[src/rtl/conv_pkg.sv]
// Shared constants and state encoding for the conv_2d column-stream feeder.
package conv_pkg;

    localparam int DEFAULT_DATA_W = 8;
    localparam int KNL_TAPS       = 9;
    localparam int KNL_COLS       = 3;
    localparam int FLUSH_CYCLES   = 4;
    localparam int FLUSH_W        = $clog2(FLUSH_CYCLES);

    typedef enum logic [2:0] {
        ST_IDLE,
        ST_LOAD_KNL,
        ST_STREAM,
        ST_FLUSH,
        ST_DONE
    } state_t;

    // Kernel taps are addressed 1..9 row-major; 0 and 10..15 are unused codes.
    function automatic logic knl_addr_ok(input logic [3:0] addr);
        return (addr >= 4'd1) && (addr <= 4'd9);
    endfunction

endpackage

[src/rtl/conv_frame_mem.sv]
// Padded frame store: one synchronous write port, three combinational reads
// returning rows r, r+1, r+2 of the same column.
module conv_frame_mem #(
    parameter int IMAGE_HEIGHT = 3,
    parameter int IMAGE_WIDTH  = 12,
    parameter int DATA_W       = 8,
    parameter int ADDR_W       = $clog2(IMAGE_HEIGHT * IMAGE_WIDTH),
    parameter int ROW_W        = $clog2(IMAGE_HEIGHT),
    parameter int COL_W        = (IMAGE_WIDTH > 1) ? $clog2(IMAGE_WIDTH) : 1
) (
    input  logic              clk,
    input  logic              wr_en,
    input  logic [ADDR_W-1:0] wr_addr,
    input  logic [DATA_W-1:0] wr_data,
    input  logic [ROW_W-1:0]  rd_row,
    input  logic [COL_W-1:0]  rd_col,
    output logic [DATA_W-1:0] rd_data1,
    output logic [DATA_W-1:0] rd_data2,
    output logic [DATA_W-1:0] rd_data3
);

    localparam int DEPTH = IMAGE_HEIGHT * IMAGE_WIDTH;

    logic [DATA_W-1:0] mem [DEPTH];
    logic [ADDR_W-1:0] addr1;
    logic [ADDR_W-1:0] addr2;
    logic [ADDR_W-1:0] addr3;

    always_comb begin
        addr1 = ADDR_W'(int'(rd_row) * IMAGE_WIDTH + int'(rd_col));
        addr2 = ADDR_W'((int'(rd_row) + 1) * IMAGE_WIDTH + int'(rd_col));
        addr3 = ADDR_W'((int'(rd_row) + 2) * IMAGE_WIDTH + int'(rd_col));
    end

    // No reset: frame contents survive a reset and are reused by the next run.
    always_ff @(posedge clk) begin
        if (wr_en) begin
            mem[wr_addr] <= wr_data;
        end
    end

    assign rd_data1 = mem[addr1];
    assign rd_data2 = mem[addr2];
    assign rd_data3 = mem[addr3];

endmodule

[src/rtl/conv_stream_feeder.sv]
// Drives conv_2d: three kernel columns, every 3-row window column by column,
// then a zero flush and a one-cycle done pulse.
module conv_stream_feeder
    import conv_pkg::*;
#(
    parameter int IMAGE_HEIGHT = 3,
    parameter int IMAGE_WIDTH  = 12,
    parameter int DATA_W       = DEFAULT_DATA_W,
    parameter int ADDR_W       = $clog2(IMAGE_HEIGHT * IMAGE_WIDTH)
) (
    input  logic              clk,
    input  logic              i_nrst,
    input  logic              i_wr_en,
    input  logic [ADDR_W-1:0] i_wr_addr,
    input  logic [DATA_W-1:0] i_wr_data,
    input  logic              i_knl_we,
    input  logic [3:0]        i_knl_addr,
    input  logic [DATA_W-1:0] i_knl_data,
    input  logic              i_start,
    input  logic              i_hold,
    output logic              o_load_knl,
    output logic              o_en_conv,
    output logic [DATA_W-1:0] o_data1,
    output logic [DATA_W-1:0] o_data2,
    output logic [DATA_W-1:0] o_data3,
    output logic              o_busy,
    output logic              o_done
);

    localparam int ROW_W = $clog2(IMAGE_HEIGHT);
    localparam int COL_W = (IMAGE_WIDTH > 1) ? $clog2(IMAGE_WIDTH) : 1;
    localparam logic [ADDR_W:0] DEPTH_L = (ADDR_W + 1)'(IMAGE_HEIGHT * IMAGE_WIDTH);

    state_t             state;
    logic [1:0]         knl_col;
    logic [ROW_W-1:0]   row;
    logic [COL_W-1:0]   col;
    logic [FLUSH_W-1:0] flush_cnt;
    logic [DATA_W-1:0]  taps     [KNL_TAPS];
    logic [DATA_W-1:0]  taps_eff [KNL_TAPS];

    logic               host_open;
    logic               frame_we;
    logic               knl_we_ok;
    logic               col_last;
    logic               stream_last;
    logic [ROW_W-1:0]   nxt_row;
    logic [COL_W-1:0]   nxt_col;
    logic [ROW_W-1:0]   rd_row;
    logic [COL_W-1:0]   rd_col;
    logic [1:0]         knl_sel;
    logic [3:0]         tap_base;
    logic [DATA_W-1:0]  mem_d1, mem_d2, mem_d3;
    logic [DATA_W-1:0]  knl_d1, knl_d2, knl_d3;

    // Host handshake: writes and i_start are single-cycle strobes acted on only
    // while IDLE; i_hold is a level sampled at every STREAM edge, no ready path.
    assign host_open = (state == ST_IDLE);
    assign frame_we  = host_open && i_wr_en && ({1'b0, i_wr_addr} < DEPTH_L);
    assign knl_we_ok = host_open && i_knl_we && knl_addr_ok(i_knl_addr);

    // row/col name the column currently on the outputs; memory is read at the next one.
    assign col_last    = (col == COL_W'(IMAGE_WIDTH - 1));
    assign stream_last = col_last && (row == ROW_W'(IMAGE_HEIGHT - 3));
    assign nxt_col     = col_last ? '0 : col + 1'b1;
    assign nxt_row     = col_last ? row + 1'b1 : row;
    assign rd_row      = (state == ST_STREAM && !stream_last) ? nxt_row : '0;
    assign rd_col      = (state == ST_STREAM && !stream_last) ? nxt_col : '0;

    conv_frame_mem #(
        .IMAGE_HEIGHT(IMAGE_HEIGHT),
        .IMAGE_WIDTH (IMAGE_WIDTH),
        .DATA_W      (DATA_W),
        .ADDR_W      (ADDR_W),
        .ROW_W       (ROW_W),
        .COL_W       (COL_W)
    ) u_frame_mem (
        .clk     (clk),
        .wr_en   (frame_we),
        .wr_addr (i_wr_addr),
        .wr_data (i_wr_data),
        .rd_row  (rd_row),
        .rd_col  (rd_col),
        .rd_data1(mem_d1),
        .rd_data2(mem_d2),
        .rd_data3(mem_d3)
    );

    always_ff @(posedge clk or negedge i_nrst) begin
        if (!i_nrst) begin
            for (int t = 0; t < KNL_TAPS; t++) begin
                taps[t] <= '0;
            end
        end else if (knl_we_ok) begin
            for (int t = 0; t < KNL_TAPS; t++) begin
                if (i_knl_addr == 4'(t + 1)) begin
                    taps[t] <= i_knl_data;
                end
            end
        end
    end

    // A tap written on the same edge as i_start must already show in column 0.
    always_comb begin
        for (int t = 0; t < KNL_TAPS; t++) begin
            taps_eff[t] = taps[t];
            if (knl_we_ok && (i_knl_addr == 4'(t + 1))) begin
                taps_eff[t] = i_knl_data;
            end
        end
    end

    assign knl_sel  = (state == ST_LOAD_KNL && knl_col != 2'(KNL_COLS - 1)) ? knl_col + 2'd1 : 2'd0;
    assign tap_base = {2'b00, knl_sel};
    assign knl_d1   = taps_eff[tap_base];
    assign knl_d2   = taps_eff[tap_base + 4'd3];
    assign knl_d3   = taps_eff[tap_base + 4'd6];

    always_ff @(posedge clk or negedge i_nrst) begin
        if (!i_nrst) begin
            state      <= ST_IDLE;
            knl_col    <= '0;
            row        <= '0;
            col        <= '0;
            flush_cnt  <= '0;
            o_load_knl <= 1'b0;
            o_en_conv  <= 1'b0;
            o_data1    <= '0;
            o_data2    <= '0;
            o_data3    <= '0;
            o_busy     <= 1'b0;
            o_done     <= 1'b0;
        end else begin
            case (state)
                ST_IDLE: begin
                    if (i_start) begin
                        state      <= ST_LOAD_KNL;
                        knl_col    <= '0;
                        o_load_knl <= 1'b1;
                        o_busy     <= 1'b1;
                        o_data1    <= knl_d1;
                        o_data2    <= knl_d2;
                        o_data3    <= knl_d3;
                    end
                end
                ST_LOAD_KNL: begin
                    if (knl_col == 2'(KNL_COLS - 1)) begin
                        state      <= ST_STREAM;
                        row        <= '0;
                        col        <= '0;
                        o_load_knl <= 1'b0;
                        o_en_conv  <= 1'b1;
                        o_data1    <= mem_d1;
                        o_data2    <= mem_d2;
                        o_data3    <= mem_d3;
                    end else begin
                        knl_col <= knl_col + 2'd1;
                        o_data1 <= knl_d1;
                        o_data2 <= knl_d2;
                        o_data3 <= knl_d3;
                    end
                end
                ST_STREAM: begin
                    if (i_hold) begin
                        o_en_conv <= 1'b0;
                    end else if (stream_last) begin
                        state     <= ST_FLUSH;
                        flush_cnt <= '0;
                        o_en_conv <= 1'b1;
                        o_data1   <= '0;
                        o_data2   <= '0;
                        o_data3   <= '0;
                    end else begin
                        row       <= nxt_row;
                        col       <= nxt_col;
                        o_en_conv <= 1'b1;
                        o_data1   <= mem_d1;
                        o_data2   <= mem_d2;
                        o_data3   <= mem_d3;
                    end
                end
                ST_FLUSH: begin
                    if (flush_cnt == FLUSH_W'(FLUSH_CYCLES - 1)) begin
                        state     <= ST_DONE;
                        o_en_conv <= 1'b0;
                        o_busy    <= 1'b0;
                        o_done    <= 1'b1;
                    end else begin
                        flush_cnt <= flush_cnt + 1'b1;
                    end
                end
                ST_DONE: begin
                    state  <= ST_IDLE;
                    o_done <= 1'b0;
                end
                default: begin
                    state <= ST_IDLE;
                end
            endcase
        end
    end

endmodule

[config.mk]
export PLATFORM = sky130hd
export DESIGN_NAME = conv_stream_feeder
export DESIGN_NICKNAME = d
export VERILOG_FILES = /design/src/rtl/conv_pkg.sv /design/src/rtl/conv_frame_mem.sv /design/src/rtl/conv_stream_feeder.sv
export SDC_FILE = /design/constraint.sdc
export NUM_CORES = 1
export LEC_CHECK = 0
export CORE_ASPECT_RATIO = 1.1
export CORE_MARGIN = 1
export CORE_UTILIZATION = 52
export DETAILED_ROUTE_END_ITERATION = 10
export PLACE_DENSITY = 0.7
export SLEW_MARGIN = 20
export SYNTH_ARGS = -nofsm -noshare
export SYNTH_HDL_FRONTEND = slang
export SYNTH_HIERARCHICAL = 1
export SYNTH_SLANG_ARGS = --single-unit
[constraint.sdc]
create_clock -name clk -period 5.3 [get_ports clk]
set_input_delay 1.59 -clock clk [delete_from_list [all_inputs] [get_ports clk]]
set_output_delay 1.59 -clock clk [all_outputs]
set_load 0.1 [all_outputs]
==> results of run 1 <==
## how the worst max path moves through the flow
stage | end | slack [ns] | cells after the start
6_report | o_data2[1] | 0.40 | 17
5_1_grt | o_data2[1] | 0.03 | 17
4_1_cts | o_data2[1] | 0.50 | 17
3_5_place_dp | o_data2[1] | 0.50 | 17
3_3_place_gp | o_data2[1] | 0.58 | 17
2_1_floorplan | o_data2[1] | 0.91 | 18
## routing by layer
layer / share of wire [%] / vias to the layer above
met2: 50 / 610
met4: 3.9 / 0
met1: 40 / 6675
li1: - / 5747
met3: 6.6 / 134
met5: 0 / -
## flip-flops by register name, summed over array words and instances, names as in the netlist
name             count
o_done               1
col                  4
o_data2              8
o_en_conv            1
knl_col              2
row                  2
o_load_knl           1
o_busy               1
u_frame_mem/mem    288
o_data1              8
taps                72
state                3
o_data3              8
flush_cnt            2
## cell type report
type                            count  area [um2]
Sequential cell                   401       11500
Tap cell                          494         618
Fill cell                        2888       14800
Inverter                           51         191
Timing Repair Buffer              129        1130
Clock buffer                       51        1130
Clock inverter                     25         342
Multi-Input combinational cell    889        7340
## cells in the final DEF, fill, tap and decap left out, types with 46 or more instances in the layout
master	count
sky130_fd_sc_hd__edfxtp_1	288
sky130_fd_sc_hd__mux2i_1	133
sky130_fd_sc_hd__dfrtp_1	113
sky130_fd_sc_hd__a22oi_1	95
sky130_fd_sc_hd__nand2_1	87
sky130_fd_sc_hd__mux2_2	81
sky130_fd_sc_hd__nor2_1	79
sky130_fd_sc_hd__buf_4	69
sky130_fd_sc_hd__clkdlybuf4s50_1	56
sky130_fd_sc_hd__inv_1	46
## power by group through the flow
stage	clock [uW]	sequential [uW]	combinational, uW
final	3130	3900	3700
after global routing	3290	3940	3920
after global placement	0	3950	3600
after CTS	3170	3900	3660
after floorplan	0	4600	1940
after detailed placement	0	3960	3650
## critical path, delay by kind of cell (launching register included)
family / cells / cell delay [ns]
buffers and inverters: 1 / 0.13
and+or+nand+nor: 4 / 1.30
xor gates and xnor gates: 1 / 0.27
adders and majority gates: 3 / 1.22
DFF: 1 / 0.40
AOI/OAI and AO/OA: 7 / 1.09
muxes: 1 / 0.33
## kinds of logic after synthesis
family                     Yosys count  share of synthesized area, %
DFF                                401                          58.8
AOI/OAI and AO/OA                  328                          12.3
and+or+nand+nor                    271                          6.96
muxes                              259                          16.2
buffers and inverters              139                          3.64
adders and majority gates           20                          1.40
xor gates and xnor gates            11                         0.641
## stage by stage
step	setup slack (ns)	cells	total power, uW	hold slack (ns)	area, um2
finish	0.401	2040	10700	0.492	22200
global route	0.0341	2040	11100	0.516	22200
CTS	0.501	2040	10700	0.494	22200
global placement	0.582	1964	7550	0.478	20800
floorplan	0.907	1429	6540	0.461	19500
detailed placement	0.501	1964	7610	0.481	20800
==> metrics.md, run 1 <==
| Metric | Value |
|---|---|
| Max Clk Rate | `between 0.2 and 0.25 GHz` |
| Routed wirelength normalized by instance count | `27.1 um` |
| Seq pwr share | `between 30% and 40%` |
| Number of flip-flops and latches in the synthesized netlist | `401` |
| Int Power | `roughly 6900 uW` |
| Met3 routing resource usage after global routing | `4.25%` |
| Count of TritonRoute iterations in the first routing pass | `5` |
| Overflow left after global routing | `0` |
| CTS H-tree depth | `2` |
| Antenna Cells | `0` |
| Met1 routing resource usage after global routing | `37.1%` |
| Root cell of the clock tree | `sky130_fd_sc_hd__clkbuf_16` |
| Number of buffers created by CTS | `43` |
| Post-DR vias/cell | `6.45` |
| Avg Synthesized Cell Area | `13.7 um2` |
| Core Util, Final | `60.0%` |
| Final Hold Fails | `0` |
| Count of unique library cells instantiated by Yosys | `87` |
| WP data arrival | `5.31 ns` |
| Synthesized Nets | `1,481` |
| Result of the run | `finished, final reports clean` |
| Clock network power share | `approximately 29%` |
| Post_cts resized | `0` |
| Highest cell delay on the worst timing path | `0.77 ns` |
| Minimum period implied by the final worst setup slack | `4.90 ns` |
| Maximum root-to-sink buffer count | `3` |
| Global placement routability congestion | `1.04` |
| Switching part of the total | `a little over a third` |
| GRT Overall Usage | `29.0%` |
| # setup viols final | `0` |
| Gate count after technology mapping | `1,429` |
| Maximum number of pins on one net before global-route repair | `59` |
| Ports placed on the boundary | `60` |
| Clock net sink count | `401` |
| Cell chain of the critical path | `ha_1, nand3b_1, nor3_1, a21oi_1, nor2_1, inv_1, ha_1, xnor2_1, fa_1, nor2b_1, a22oi_1, a21oi_1, a2111oi_0, mux2_2, a221o_1, a21oi_1, a211oi_1` |
| Startpoint types | `register` |
| Cell row count | `74` |
| Share of the cycle needed by the critical path after routing | `92.4%` |
| Global routing met2 resource utilization | `50.4%` |
| Core region area | `37,000 um2` |
| Most area-hungry cell type in the Yosys netlist | `sky130_fd_sc_hd__edfxtp_1` |
| Sequential element share of the synthesized area | `58.8%` |
| Worst Max-Slew Pin Slew | `0.977 ns` |
| Vias in the first global route | `12,600` |
| Number of antenna violations at the first check in global routing | `2` |
| Setup Skew | `0.0126 ns` |
| Setup total negative slack | `0 ns` |
| Critical Path End Type | `register` |
| R2R setup slack | `approximately 0.40 ns` |
| Critical Path Slowest Stage Cell | `sky130_fd_sc_hd__nor2b_1` |
| Source of the worst register-to-register timing path | `col[0]` |
| Number of cells traversed by the worst register-to-register path | `17` |
| Top flip-flop cell by instance count after synthesis | `sky130_fd_sc_hd__edfxtp_1` |
| Most numerous cell on the critical path | `sky130_fd_sc_hd__a21oi_1` |
| Number of flops mapped to enable cells by yosys | `288` |
| Power density of the placed cells | `483 nW/um2` |
| Global-route wire length before repair | `82,000 um` |
| Type of the tightest min-delay check | `register to register` |
| Total DRC errors in the routed layout | `0` |
| Post-DRT Antenna Nets | `0` |
| Clock latency on the worst-skew pair | `0.54 ns` |
| Static Leak | `0.00822 uW` |
| Number of warnings reported in the yosys synthesis log | `6` |
| Final Slew Violations | `0` |
| TritonCTS clock tree | `yes` |
| Clock transition at the register clock pins on the worst setup and hold paths after CTS | `0.06 ns` |
| Cells taking the most area after synthesis | `sky130_fd_sc_hd__edfxtp_1 44%, sky130_fd_sc_hd__dfrtp_1 14%, sky130_fd_sc_hd__mux2i_1 6.8%` |
| Combinational share of power | `34.5%` |
| Worst IR Drop VDD | `0.000450 V` |
| Number of hold buffers added after cts | `0` |
| Horiz. Die Dim | `roughly 190 um` |
| Count of port buffers added during placement | `59` |
| Total wire length after detailed routing | `55,200 um` |
| Number of violations reported at the end of detailed-routing iteration 0 | `1,357` |
| Setup Crit Path Kind | `register to register` |
| Vias | `13,200` |
| Number of maximum-capacitance constraint violations | `0` |
| HPWL after DPL | `roughly 40,000 um` |
| Data required time at the worst endpoint | `5.71 ns` |
| Layer carrying the most global-route usage | `met2` |
| Synthesized area | `around 20,000 um2` |
| Setup repair after global routing missed its margin | `false` |
| Net switching power | `3860 uW` |
| Worst Hold Path Cells | `1` |
| Crit Reg-Reg Endpoint | `o_data2[1]` |
| Number of nets in the layout | `1,567` |
| Area share of the largest cell type after synthesis | `44.3%` |
| Synth cell count leaders | `288 x sky130_fd_sc_hd__edfxtp_1, 133 x sky130_fd_sc_hd__mux2i_1, 113 x sky130_fd_sc_hd__dfrtp_1` |
| Syn-to-layout area delta | `13.9%` |
| Destination of the worst hold path | `taps[1]` |
| Share of cells above drive strength 1 | `18.4%` |
| Chip height | `slightly above 200 um` |
| DIE AREA | `38,300 um2` |
| Async set or reset register ratio after synthesis | `28.2%` |
| Worst-path maximum fanout | `12` |
| Cell with the most instances after synthesis | `sky130_fd_sc_hd__edfxtp_1` |
| Slew Limit Headroom | `34.7%` |
| Source of the critical timing path | `col[0]` |
| Hold path start | `taps[1]` |
| Post-CTS repair timing setup buffer count | `0` |
| Effective utilization at floorplan | `52.7%` |
No activity file was read; power rests on OpenSTA's default activity.
==> run 2, diff against run 1 <==
--- a/config.mk
+++ b/config.mk
@@ -9,7 +9,8 @@
 export CORE_MARGIN = 1
 export CORE_UTILIZATION = 52
 export DETAILED_ROUTE_END_ITERATION = 10
-export PLACE_DENSITY = 0.7
+export DONT_BUFFER_PORTS = 1
+export PLACE_DENSITY = 0.68
 export SLEW_MARGIN = 20
 export SYNTH_ARGS = -nofsm -noshare
 export SYNTH_HDL_FRONTEND = slang
==> metrics.md, run 2 (same netlist as run 1, synthesis figures left out) <==
| Metric | Value |
|---|---|
| Result of the run | `finished, final reports clean (unchanged)` |
| Global routing met2 resource utilization | `47.5% (was 50.4%)` |
| Overflow left after global routing | `0 (unchanged)` |
| Number of violations reported at the end of detailed-routing iteration 0 | `1,342 (was 1,357)` |
| Maximum number of pins on one net before global-route repair | `114 (was 59)` |
| Data required time at the worst endpoint | `5.73 ns (was 5.71 ns)` |
| CTS H-tree depth | `2 (unchanged)` |
| Seq pwr share | `45.3% (was 36.4%)` |
| Worst Hold Path Cells | `2 (was 1)` |
| WP data arrival | `5.52 ns (was 5.31 ns)` |
| Total wire length after detailed routing | `53,900 um (was 55,200 um)` |
| Global-route wire length before repair | `80,000 um (was 82,000 um)` |
| Combinational share of power | `26.8% (was 34.5%)` |
| Int Power | `6440 uW (was 6870 uW)` |
| Met3 routing resource usage after global routing | `5.86% (was 4.25%)` |
| Most used cells in the layout excluding fill and tap cells | `288 x sky130_fd_sc_hd__edfxtp_1, 133 x sky130_fd_sc_hd__mux2i_1, 113 x sky130_fd_sc_hd__dfrtp_1 (unchanged)` |
| Post-DRT Antenna Nets | `0 (unchanged)` |
| Effective utilization at floorplan | `52.7% (unchanged)` |
| Layer carrying the most global-route usage | `met2 (unchanged)` |
| Clock latency on the worst-skew pair | `0.57 ns (was 0.54 ns)` |
| Worst-path maximum fanout | `13 (was 12)` |
| Number of cells traversed by the worst register-to-register path | `18 (was 17)` |
| Type of the tightest min-delay check | `register to register (unchanged)` |
| Vias in the first global route | `12,200 (was 12,600)` |
| Count of port buffers added during placement | `0 (was 59)` |
| HPWL after DPL | `37,900 um (was 39,300 um)` |
| Clock net sink count | `401 (unchanged)` |
| Maximum root-to-sink buffer count | `3 (unchanged)` |
| Number of hold buffers added after cts | `0 (unchanged)` |
| Number of nets in the layout | `1,478 (was 1,567)` |
| Max Clk Rate | `0.196 GHz (was 0.204 GHz)` |
| Final Slew Violations | `0 (unchanged)` |
| Count of TritonRoute iterations in the first routing pass | `6 (was 5)` |
| R2R setup slack | `0.21 ns (was 0.40 ns)` |
| Final Hold Fails | `0 (unchanged)` |
| Filler cell count in the final layout | `3,005 (was 2,888)` |
| Critical Path End Type | `register (unchanged)` |
| Clock transition at the register clock pins on the worst setup and hold paths after CTS | `0.06 ns (about the same)` |
| Slew Limit Headroom | `32.0% (was 34.7%)` |
| Setup Skew | `0.0224 ns (was 0.0126 ns)` |
| Destination of the worst hold path | `taps[71] (was taps[1])` |
| Total DRC errors in the routed layout | `0 (unchanged)` |
| Static Leak | `0.00778 uW (was 0.00822 uW)` |
| Global placement routability congestion | `0.951 (was 1.04)` |
| GRT Overall Usage | `28.4% (was 29.0%)` |
| Crit Reg-Reg Endpoint | `o_data2[1] (unchanged)` |
| Clock network power share | `28.0% (was 29.1%)` |
| Source of the worst register-to-register timing path | `col[0] (unchanged)` |
| DIE AREA | `38,300 um2 (unchanged)` |
| Post-DR vias/cell | `6.52 (was 6.45)` |
| Number of maximum-capacitance constraint violations | `0 (unchanged)` |
| Setup repair after global routing missed its margin | `false (unchanged)` |
| # setup viols final | `0 (unchanged)` |
| Worst IR Drop VDD | `0.000280 V (was 0.000450 V)` |
| Net switching power | `3760 uW (was 3860 uW)` |
| Share of the cycle needed by the critical path after routing | `96.1% (was 92.4%)` |
| Switching part of the total | `36.9% (was 35.9%)` |
| Vias | `12,700 (was 13,200)` |
| Number of flip-flops under the largest register name | `288 (unchanged)` |
| Worst Max-Slew Pin Slew | `1.02 ns (was 0.977 ns)` |
| Cell row count | `74 (unchanged)` |
| Power density of the placed cells | `479 nW/um2 (was 483 nW/um2)` |
| Post_cts resized | `0 (unchanged)` |
| Core region area | `37,000 um2 (unchanged)` |
| Number of buffers created by CTS | `43 (unchanged)` |
| Post-layout instance count excluding filler cells | `1,955 (was 2,040)` |
| Register containing the most flip-flops in the final layout | `u_frame_mem/mem (unchanged)` |
| Setup Crit Path Kind | `register to register (unchanged)` |
| Minimum period implied by the final worst setup slack | `5.09 ns (was 4.90 ns)` |
| Horiz. Die Dim | `187 um (unchanged)` |
| Number of placed cells counting well taps | `1,875 (was 1,964)` |
| Chip height | `205 um (unchanged)` |
| Ports placed on the boundary | `60 (unchanged)` |
| Syn-to-layout area delta | `9.14% (was 13.9%)` |
| Area occupied by multi-input gates | `7340 um2 (about the same)` |
| Setup total negative slack | `0 ns (unchanged)` |
| Most common cell after layout, fill and taps aside | `sky130_fd_sc_hd__edfxtp_1 (unchanged)` |
| Routed wirelength normalized by instance count | `27.6 um (was 27.1 um)` |
| Registers with the highest flip-flop counts | `u_frame_mem/mem x288, taps x72 (unchanged)` |
| Share of cells above drive strength 1 | `16.6% (was 18.4%)` |
| Register area | `11,500 um2 (unchanged)` |
| Number of antenna violations at the first check in global routing | `2 (unchanged)` |
| Startpoint types | `register (unchanged)` |
| Post-CTS repair timing setup buffer count | `0 (unchanged)` |
| Root cell of the clock tree | `sky130_fd_sc_hd__clkbuf_16 (unchanged)` |
| Hold path start | `taps[71] (was taps[1])` |
| TritonCTS clock tree | `yes (unchanged)` |
| Met1 routing resource usage after global routing | `36.6% (was 37.1%)` |
==> run 2: cell types whose count changed in the layout (fill, tap and decap cells not counted), moves of 2 or more <==
cell                              delta
sky130_fd_sc_hd__clkinvlp_4          -3
sky130_fd_sc_hd__clkbuf_8            -2
sky130_fd_sc_hd__clkinv_1            +3
sky130_fd_sc_hd__clkdlybuf4s50_1    -56
sky130_fd_sc_hd__bufinv_16           -6
sky130_fd_sc_hd__clkbuf_16           +2
sky130_fd_sc_hd__buf_2               -2
sky130_fd_sc_hd__clkbuf_1           +10
sky130_fd_sc_hd__buf_4              -32
==> run 2: power by group through the flow <==
stage	sequential (uW)	combinational (uW)	clock (uW)
after detailed placement	4670	2690	0
after global routing	4650	2930	3020
after floorplan	4600	1940	0
after CTS	4610	2700	2900
final	4620	2730	2850
after global placement	4660	2670	0
==> run 2: metal layers <==
layer / wire (um) / up-vias
met2: 26200 / 582
met5: 0 / -
met3: 4210 / 105
met1: 21600 / 6492
li1: - / 5564
met4: 1900 / 0
==> run 2: critical path, cell delays in order, from the launching register on <==
cell	delay, ns
sky130_fd_sc_hd__dfrtp_1	0.41
sky130_fd_sc_hd__ha_1	0.22
sky130_fd_sc_hd__nand3b_1	0.20
sky130_fd_sc_hd__nor3b_1	0.27
sky130_fd_sc_hd__a21oi_1	0.07
sky130_fd_sc_hd__nor2_1	0.13
sky130_fd_sc_hd__inv_1	0.10
sky130_fd_sc_hd__ha_1	0.35
sky130_fd_sc_hd__xnor2_1	0.25
sky130_fd_sc_hd__fa_1	0.64
sky130_fd_sc_hd__nor2b_1	0.79
sky130_fd_sc_hd__a22oi_1	0.24
sky130_fd_sc_hd__a21oi_1	0.20
sky130_fd_sc_hd__a2111oi_0	0.10
sky130_fd_sc_hd__buf_4	0.18
sky130_fd_sc_hd__mux2_2	0.28
sky130_fd_sc_hd__a221o_1	0.32
sky130_fd_sc_hd__a21oi_1	0.11
sky130_fd_sc_hd__a211oi_1	0.09
==> run 2: per-stage QoR <==
step / hold slack, ns / util [%] / power [uW] / setup slack [ns] / instance area (um2)
final: 0.502 / 57.5 / 10200 / 0.208 / 21300
after global routing: 0.511 / 57.5 / 10600 / 0.00209 / 21300
after CTS: 0.498 / 57.5 / 10200 / 0.294 / 21300
after detailed placement: 0.486 / 53.9 / 7370 / 0.343 / 20000
after global placement: 0.478 / 53.9 / 7320 / 0.543 / 20000
after floorplan: 0.461 / - / 6540 / 0.907 / 19500
==> run 2: cell type report <==
type                            count  area share [%]
Tap cell                          494            2.90
Multi-Input combinational cell    889            34.5
Antenna cell                        1          0.0118
Clock buffer                       61            5.57
Timing Repair Buffer               40            1.59
Clock inverter                     18           0.664
Inverter                           51           0.899
Sequential cell                   401            53.9
==> run 2: worst max-delay path by stage <==
stage	startpoint	end	slack, ns
4_1_cts	col[0]	o_data2[1]	0.29
3_3_place_gp	col[0]	o_data2[1]	0.54
3_5_place_dp	col[0]	o_data2[1]	0.34
5_1_grt	col[0]	o_data2[1]	0.002
2_1_floorplan	state[2]	o_data2[1]	0.91
6_report	col[0]	o_data2[1]	0.21
==> run 3, diff against run 2 <==
--- a/config.mk
+++ b/config.mk
@@ -8,6 +8,7 @@
 export CORE_ASPECT_RATIO = 1.1
 export CORE_MARGIN = 1
 export CORE_UTILIZATION = 52
+export CTS_CLUSTER_DIAMETER = 200
 export DETAILED_ROUTE_END_ITERATION = 10
 export DONT_BUFFER_PORTS = 1
 export PLACE_DENSITY = 0.68
==> results of run 3 <==
No change in the layout: final DEF, timing and power equal those of run 2.
